**src/rtl/usbuart_in_pkt_sched.sv**
```systemverilog
// Purpose : packs the usbuart TX byte stream into USB bulk IN packets, answers IN tokens with DATA/NAK, keeps packet until ACK, tracks DATA0/1.
// Latency : first packet byte is presented the cycle after an accepted IN token; NAK pulses the cycle after a refused token.
// Backpr. : FIFO pops only while filling and the buffer has room; packet bytes hold stable on in_valid_o until in_ready_i. Optional ZLP: USBUART_IN_ZLP_EN.
module usbuart_in_pkt_sched #(
    parameter int MaxPktSize = 64,
    parameter int TimeoutW   = 16
) (
    input  logic                clk_i,
    input  logic                rst_ni,
    input  logic                clear_i,
    input  logic                fifo_rvalid_i,
    input  logic [7:0]          fifo_rdata_i,
    output logic                fifo_rready_o,
    input  logic [TimeoutW-1:0] timeout_i,
    input  logic                in_token_i,
    input  logic                in_ack_i,
    output logic                in_nak_o,
    output logic                in_valid_o,
    output logic [7:0]          in_data_o,
    output logic                in_last_o,
    output logic                in_empty_o,
    input  logic                in_ready_i,
    output logic                data_pid_o,
    output logic                busy_o,
    output logic [6:0]          pkt_len_o
);

    localparam int AddrW = $clog2(MaxPktSize);
    localparam int CntW  = AddrW + 1;
    localparam logic [CntW-1:0] FullCnt = CntW'(MaxPktSize);
    localparam logic [CntW-1:0] CntOne  = CntW'(1);

    typedef enum logic [1:0] {
        ST_FILL     = 2'd0,
        ST_SEND     = 2'd1,
        ST_WAIT_ACK = 2'd2
    } state_e;

    state_e                state_q, state_d;
    logic [CntW-1:0]       count_q;
    logic [CntW-1:0]       idx_q;
    logic [TimeoutW-1:0]   timer_q;
    logic                  toggle_q;
    logic                  nak_q;
    logic                  zlp_pending;
    logic [7:0]            pkt_buf [MaxPktSize];

    logic full;
    logic pop;
    logic timed_out;
    logic pkt_ready;
    logic is_last;
    logic tok_accept;
    logic nak_set;
    logic byte_acc;
    logic ack_take;
    logic retx;

    assign full          = (count_q == FullCnt);
    assign fifo_rready_o = fifo_rvalid_i & (state_q == ST_FILL) & ~full;
    assign pop           = fifo_rready_o;
    assign timed_out     = (timeout_i != '0) && (timer_q >= timeout_i);
    assign pkt_ready     = full | (timed_out & ((count_q != '0) | zlp_pending));
    // An empty packet is a single-beat ZLP; otherwise the last beat is count-1.
    assign is_last       = (count_q == '0) | (idx_q == (count_q - CntOne));

    assign in_nak_o   = nak_q;
    assign data_pid_o = toggle_q;
    assign busy_o     = (state_q != ST_FILL);
    assign pkt_len_o  = 7'(count_q);
    assign in_data_o  = (state_q == ST_SEND && count_q != '0) ? pkt_buf[idx_q[AddrW-1:0]] : 8'h00;

    // State register.
    always_ff @(posedge clk_i or negedge rst_ni) begin
        if (!rst_ni) begin
            state_q <= ST_FILL;
        end else begin
            state_q <= state_d;
        end
    end

    // Next-state decode plus the packet-side handshake outputs.
    always_comb begin
        state_d    = state_q;
        in_valid_o = 1'b0;
        in_last_o  = 1'b0;
        in_empty_o = 1'b0;
        tok_accept = 1'b0;
        nak_set    = 1'b0;
        byte_acc   = 1'b0;
        ack_take   = 1'b0;
        retx       = 1'b0;
        case (state_q)
            ST_FILL: begin
                if (in_token_i) begin
                    if (pkt_ready) begin
                        tok_accept = 1'b1;
                        state_d    = ST_SEND;
                    end else begin
                        nak_set = 1'b1;
                    end
                end
            end
            ST_SEND: begin
                in_valid_o = 1'b1;
                in_last_o  = is_last;
`ifdef USBUART_IN_ZLP_EN
                in_empty_o = (count_q == '0);
`endif
                // Tokens here are ignored; only the transmitter handshake matters.
                if (in_ready_i) begin
                    byte_acc = 1'b1;
                    if (is_last) begin
                        state_d = ST_WAIT_ACK;
                    end
                end
            end
            ST_WAIT_ACK: begin
                // ACK beats a coincident token: the packet got through.
                if (in_ack_i) begin
                    ack_take = 1'b1;
                    state_d  = ST_FILL;
                end else if (in_token_i) begin
                    retx    = 1'b1;
                    state_d = ST_SEND;
                end
            end
            default: begin
                state_d = ST_FILL;
            end
        endcase
        if (clear_i) begin
            state_d = ST_FILL;
        end
    end

    // Packet buffer write; contents are only read below count, so no reset.
    always_ff @(posedge clk_i) begin
        if (pop) begin
            pkt_buf[count_q[AddrW-1:0]] <= fifo_rdata_i;
        end
    end

    // Byte count: grows on each pop, drops to zero once the host ACKs.
    always_ff @(posedge clk_i or negedge rst_ni) begin
        if (!rst_ni) begin
            count_q <= '0;
        end else if (clear_i || ack_take) begin
            count_q <= '0;
        end else if (pop) begin
            count_q <= count_q + CntOne;
        end
    end

    // Read index: rewinds on every (re)transmit start, steps on each accepted beat.
    always_ff @(posedge clk_i or negedge rst_ni) begin
        if (!rst_ni) begin
            idx_q <= '0;
        end else if (clear_i || tok_accept || retx) begin
            idx_q <= '0;
        end else if (byte_acc && !is_last) begin
            idx_q <= idx_q + CntOne;
        end
    end

    // Flush timer: counts idle fill cycles since the last pop, saturating.
    always_ff @(posedge clk_i or negedge rst_ni) begin
        if (!rst_ni) begin
            timer_q <= '0;
        end else if (clear_i || ack_take) begin
            timer_q <= '0;
        end else if (state_q == ST_FILL) begin
            if (pop) begin
                timer_q <= '0;
            end else if (timer_q != '1) begin
                timer_q <= timer_q + TimeoutW'(1);
            end
        end
    end

    // DATA0/DATA1 toggle flips only on a successful ACK.
    always_ff @(posedge clk_i or negedge rst_ni) begin
        if (!rst_ni) begin
            toggle_q <= 1'b0;
        end else if (clear_i) begin
            toggle_q <= 1'b0;
        end else if (ack_take) begin
            toggle_q <= ~toggle_q;
        end
    end

    // NAK answer is a registered one-cycle pulse.
    always_ff @(posedge clk_i or negedge rst_ni) begin
        if (!rst_ni) begin
            nak_q <= 1'b0;
        end else if (clear_i) begin
            nak_q <= 1'b0;
        end else begin
            nak_q <= nak_set;
        end
    end

`ifdef USBUART_IN_ZLP_EN
    logic zlp_pending_q;
    // A full-size packet must be followed by a short one; remember that on ACK.
    always_ff @(posedge clk_i or negedge rst_ni) begin
        if (!rst_ni) begin
            zlp_pending_q <= 1'b0;
        end else if (clear_i) begin
            zlp_pending_q <= 1'b0;
        end else if (ack_take) begin
            zlp_pending_q <= full;
        end
    end
    assign zlp_pending = zlp_pending_q;
`else
    assign zlp_pending = 1'b0;
`endif

endmodule

```
**config.mk**
```make
export PLATFORM = sky130hd
export DESIGN_NAME = usbuart_in_pkt_sched
export DESIGN_NICKNAME = d
export VERILOG_FILES = /design/src/rtl/usbuart_in_pkt_sched.sv
export SDC_FILE = /design/constraint.sdc
export NUM_CORES = 1
export LEC_CHECK = 0
export BUFFER_PORTS_ARGS = -buffer_cell sky130_fd_sc_hd__buf_2
export CAP_MARGIN = 15
export CORE_MARGIN = 2
export CORE_UTILIZATION = 55
export CTS_CLUSTER_DIAMETER = 60
export CTS_CLUSTER_SIZE = 25
export DETAILED_ROUTE_END_ITERATION = 10
export PLACE_DENSITY = 0.82
export SYNTH_ARGS = -nofsm -noshare
export SYNTH_HDL_FRONTEND = slang
export SYNTH_SLANG_ARGS = --single-unit
```
**constraint.sdc**
```tcl
create_clock -name clk_i -period 3.4 [get_ports clk_i]
set_clock_uncertainty 0.15 [all_clocks]
set_input_delay 0.68 -clock clk_i [delete_from_list [all_inputs] [get_ports clk_i]]
set_output_delay 0.68 -clock clk_i [all_outputs]
set_load 0.02 [all_outputs]
```
# Word-level counts from Yosys, hierarchy flattened
# Memories as Yosys holds them, arrays and structs flattened.
# Cells that the tools add are included.
[word_totals]
ramBits = 512
in_bits = 31
output_inout_bits = 22
register_bits = 34
wordCells = 85
memories = 1
[memory_table]
columns = ["memory", "depth", "word_bits", "rd", "rd_clocked_by_memory_dff", "write_ports", "line", "text"]
rows = [
  ["pkt_buf", 64, 8, 1, 0, 1, "46", "logic [7:0] pkt_buf [MaxPktSize];"],
]
[classes]
bitwise_logic = 7
eq_ne = 10
mux = 37
add_sub_neg = 4
reduce_logical = 19
n_lt_le_gt_ge = 1
[ops]
columns = ["op", "n"]
rows = [
  ["2-to-1 mux 16 bit", 4],
  ["2-to-1 mux 7 bit", 4],
  ["2-to-1 mux 1 bit", 20],
  ["adder 16 x 1 -> 16 bit, second input constant", 1],
  ["greater-or-equal comparator 16 bit", 1],
  ["inequality test 16 bit, second input constant", 1],
  ["nonzero test 16 bit", 1],
  ["adder 7 x 1 -> 7 bit, second input constant", 2],
  ["2-to-1 mux 2 bit", 7],
  ["inequality test 3 bit, second input constant", 4],
  ["nonzero test 2 bit", 5],
  ["2-to-1 mux 8 bit", 1],
  ["== test 7 bit", 1],
  ["== test 7 bit, second input constant", 1],
  ["zero test 7 bit", 1],
  ["nonzero test 7 bit", 1],
  ["subtractor 7 x 1 -> 7 bit, second input constant", 1],
  ["one-hot mux 2 bit (3 select lines)", 1],
  ["AND reduction 5 bit", 1],
  ["inequality test 4 bit, second input constant", 1],
  ["AND 1 bit", 3],
  ["logical AND 1 bit", 3],
  ["logical OR 1 bit", 3],
  ["nonzero test 3 bit", 1],
  ["other kinds (7)", 9],
]

# Depth between registers and ports, before layout
[depth]
ltp_word = 10
mapped_depth = 11
ltp_nobuf = 10

# Worst setup path before layout
# No wires, ideal clock.
[synth_timing]
path_type = "register -> output"
startpoint = "reg count_q[0] (netlist: pkt_len_o[0])"
endpoint = "out in_data_o[0]"
setup_slack_ns = 0.034
stages_incl_launch_ff = 10
n_path_buf = 2
t_required_ns = 2.570
arrival_time_ns = 2.536
path_cell_list = "dfrtp_1 clkbuf_1 inv_1 ha_1 nand2b_1 or2_4 o21ai_0 or3_1 clkbuf_1 o221ai_1"
[synth_via]
elab_chain_len = 3
[synth_lines]
columns = ["item", "line", "text"]
rows = [
  ["start: declaration", "40", "logic [CntW-1:0] count_q;"],
  ["start signal: assignment", "151", "count_q <= count_q + CntOne;"],
  ["nonzero test 7 bit", "71", "assign in_data_o = (state_q == ST_SEND && count_q != '0) ? pkt_buf[idx_q[AddrW-1:0]] : 8'h00;"],
  ["logical AND 1 bit", "71", ""],
  ["2-to-1 mux 8 bit", "71", ""],
  ["end: declaration", "19", "output logic [7:0] in_data_o,"],
]
# Every way passes these cells.

# Final worst setup path
[layout_timing]
startpoint = "reg idx_q[0]"
endpoint = "out in_data_o[3]"
[layout_via]
elab_chain_len = 2
[layout_lines]
columns = ["item", "line", "text"]
rows = [
  ["start: declaration", "41", "logic [CntW-1:0] idx_q;"],
  ["start signal: assignment", "162", "idx_q <= idx_q + CntOne;"],
  ["memory read (64 x 8 bit)", "n/a", ""],
  ["2-to-1 mux 8 bit", "71", ""],
]
# Every way passes these cells.

==> run summary <==
CTS max path bufs = 3
Crit path capture type = output pin
Vias = 12,565
CP Max Fanout = 7
Initial antenna violation count = 0
Syn Nets = 1,222
TritonCTS clock tree = yes
Period utilization = 118%
Pleak = 0.00852 uW
Worst Hold Class = in -> async
Final Total Pwr = 12,700 uW
Maxcap violations = 0
EDFF count, synth = 512
Die span in y = 206 um
Clock Sinks = 546
Gr usage total = 25.1%
Drt drc = 0
Synth area leader = edfxtp_1
Clock transition at path regs = 0.10 ns
Total gr overflow = 0
First-pass GRT wire length = 77,200 um
Detailed Route WL = 56,800 um
Failing checks = setup timing
Post-synthesis cell type count = 56
Synth Warn # = 0
Synth Area in Compound Gates = 2.77%
Cell total after placement = 1,805
# IOs = 53
FF+latch count, synth = 546
Slew Limit Fails = 0
Slew @ Worst Pin = 1.12 ns
Non-Filler Instances = 1,908
Synth area leaders = edfxtp_1 69%, mux4_2 15%, dfrtp_1 3.8%, nor2_1 1.7%, ha_1 1.1%
Placer Congestion = 0.885
Reg-to-Reg Start = pkt_len_o[5]
Vias per cell = 6.59
Clock Latency Late Sink = 0.55 ns
P per Cell Area = 488 mW/mm^2
Largest net degree at the start of global routing = 65
Core area = 0.0399 mm^2
Cells after Synth = 1,171
Post-Synth Adder-Cell Area = 1.16%
DR pass1 iterations = 5
Fill count = 2,468
CP Data Required Time = 2.57 ns
# nets final = 1,411
Hold slack = 0.0746 ns
Full die area = 0.0423 mm^2
# rows = 73
CTS Buf Count = 34
Simple-Gate Fraction of Synth Area = 4.68%
Detail Placement HPWL = 32,000 um
Buffers added on ports = 51
Synthesized area per cell = 19.1 um^2
Die width = 206 um
Initial Util = 56.1%
DR WL/cell = 29.8 um
Tmin final = 4.01 ns
Crit path kind = reg -> out
H-Tree Depth = 2
Largest family of logic cells by synthesized area = multiplexers
Fmax = 249 MHz
Sequential share of the synthesized area = 72.5%
Diode count = 0
Arrival time worst endpoint = 3.18 ns
Area fraction of the dominant cell type after synthesis = 68.7%
Ys async rst share = 6.23%
Layout cells sized above 1 = 33.0%
CTS Hold Buffers Added = 0
Post-Syn Area = 0.0224 mm^2
Final Hold Viols = 0
Post-Synth XOR/XNOR Area = 1.18%
ANT nets after route = 0
Vias in the first global route = 12,308
Unrepaired setup endpoints after global routing = yes
Setup Viol. Count Final = 9
Area Overhead vs Synth = 15.9%
CP startpoint = idx_q[0]
Status = finished, violations left
Root buffer cell = clkbuf_16
Setup_tns = -4.32 ns
Top_reg_cell synth = edfxtp_1
Worst vdd ir = 0.297 mV
DRT iter0 DRCs = 1,818
Startpoint types = register
Setup ws final = -0.615 ns
Post-place setup slack = 0.00995 ns
Mux cell area share after synthesis = 15.7%
Max transition margin = 25.4%
-- report_power, final --
group	switching (uW)	internal, uW
clock network	2370	2090
logic	475	319
registers	20.3	7380
total	2870	9790
-- layer usage --
| metal | vias to the layer above | global-route usage [%] | share of wire (%) |
|---|---|---|---|
| met5 | - | 0 | 0 |
| met4 | 0 | 7.84 | 4.2 |
| met3 | 147 | 3.69 | 9.1 |
| met2 | 820 | 42.9 | 51 |
| met1 | 6508 | 33.6 | 36 |
| li1 | 5090 | - | - |
-- synth_stat cells (2+ instances only) --
| cell | count |
|---|---|
| nand2b_1 | 5 |
| nor4b_1 | 2 |
| a21o_1 | 3 |
| buf_2 | 21 |
| mux4_2 | 146 |
| a21oi_1 | 23 |
| a31oi_1 | 8 |
| a211oi_1 | 8 |
| nand3_1 | 23 |
| ha_1 | 20 |
| nand3b_1 | 3 |
| clkbuf_1 | 24 |
| mux2i_1 | 22 |
| dfrtp_1 | 34 |
| nand4_1 | 12 |
| xor2_1 | 17 |
| nor3_1 | 6 |
| buf_1 | 6 |
| nor2b_1 | 10 |
| or3_1 | 8 |
| nand2_1 | 21 |
| nor2_1 | 100 |
| inv_2 | 2 |
| a22oi_1 | 7 |
| o211ai_1 | 8 |
| and3_1 | 8 |
| edfxtp_1 | 512 |
| and2_1 | 6 |
| inv_1 | 40 |
| buf_4 | 7 |
| o221ai_1 | 7 |
| o21ai_0 | 12 |
| nor4_1 | 8 |
| xnor2_1 | 10 |
-- sequential cells by signal, indices dropped and copies added (netlist names) --
| register | cells |
|---|---|
| pkt_len_o | 7 |
| pkt_buf | 512 |
| state_q | 2 |
| timer_q | 16 |
| data_pid_o | 1 |
| in_nak_o | 1 |
| idx_q | 7 |
-- final cells by class --
type	count	area (um^2)	share of cell area, %
inverters	42	158	0.608
repair buffers	212	1870	7.23
clock buffers	39	891	3.43
well taps	525	657	2.53
multi-input cells	524	5860	22.6
clock inverters	20	259	0.999
flip-flops and latches	546	16200	62.6
-- timing repair --
| item | 4_1_cts | 5_1_grt |
|---|---|---|
| pin swaps | 9 | 15 |
| setup endpoints to repair | 9 | 9 |
| gates resized for setup | 26 | 37 |
| buffers inserted | 7 | 26 |
| cloned | 0 | 8 |
-- worst max-delay path, stage by stage, from the launching register on --
cell,delay (ns)
dfrtp_4,0.56
buf_12,0.18
buf_12,0.13
buf_4,0.12
mux4_2,0.51
mux2i_2,0.23
a21oi_2,0.10
o211ai_1,0.37
o221ai_1,0.21
buf_4,0.20
-- placed cells by master, fill, tap and decap left out, drive strengths merged, types with 10 or more instances in the layout --
cell type    n
mux2i       22
a21oi       23
xnor2       11
nand2       21
clkbuf      45
inv         50
nor2b       10
nand3       23
xor2        17
nor2       100
ha          20
dfrtp       34
nand4       12
o21ai       12
mux4       146
buf        206
edfxtp     512
-- through the flow --
step | util (%) | instance area, um^2
floorplan | - | 22400
global placement | 60.1 | 24000
detailed placement | 60.1 | 24000
CTS | 63.4 | 25300
global route | 65.0 | 25900
finish | 65.0 | 25900
-- logic make-up after synthesis --
family	Yosys count
AND/OR/NAND/NOR	218
adder cells (fa/ha/maj)	21
other	1
AO/OA/AOI/OAI	87
XOR/XNOR	28
multiplexers	169
flip-flops	546
buffers and inverters	101
-- path summary, 6_finish.rpt --
path                                        to  slack (ns)  cells after the start
worst max-delay path              in_data_o[3]       -0.61                      9
worst min-delay path               timer_q[13]        0.07                      1
worst max register to register  pkt_buf[10][6]        0.47                      7
worst min register to register     timer_q[13]        0.44                      2
max in group asynchronous             idx_q[1]        2.40                      1
min in group clk_i                  data_pid_o        0.25                      2
Power figures use the tool's default switching activity.
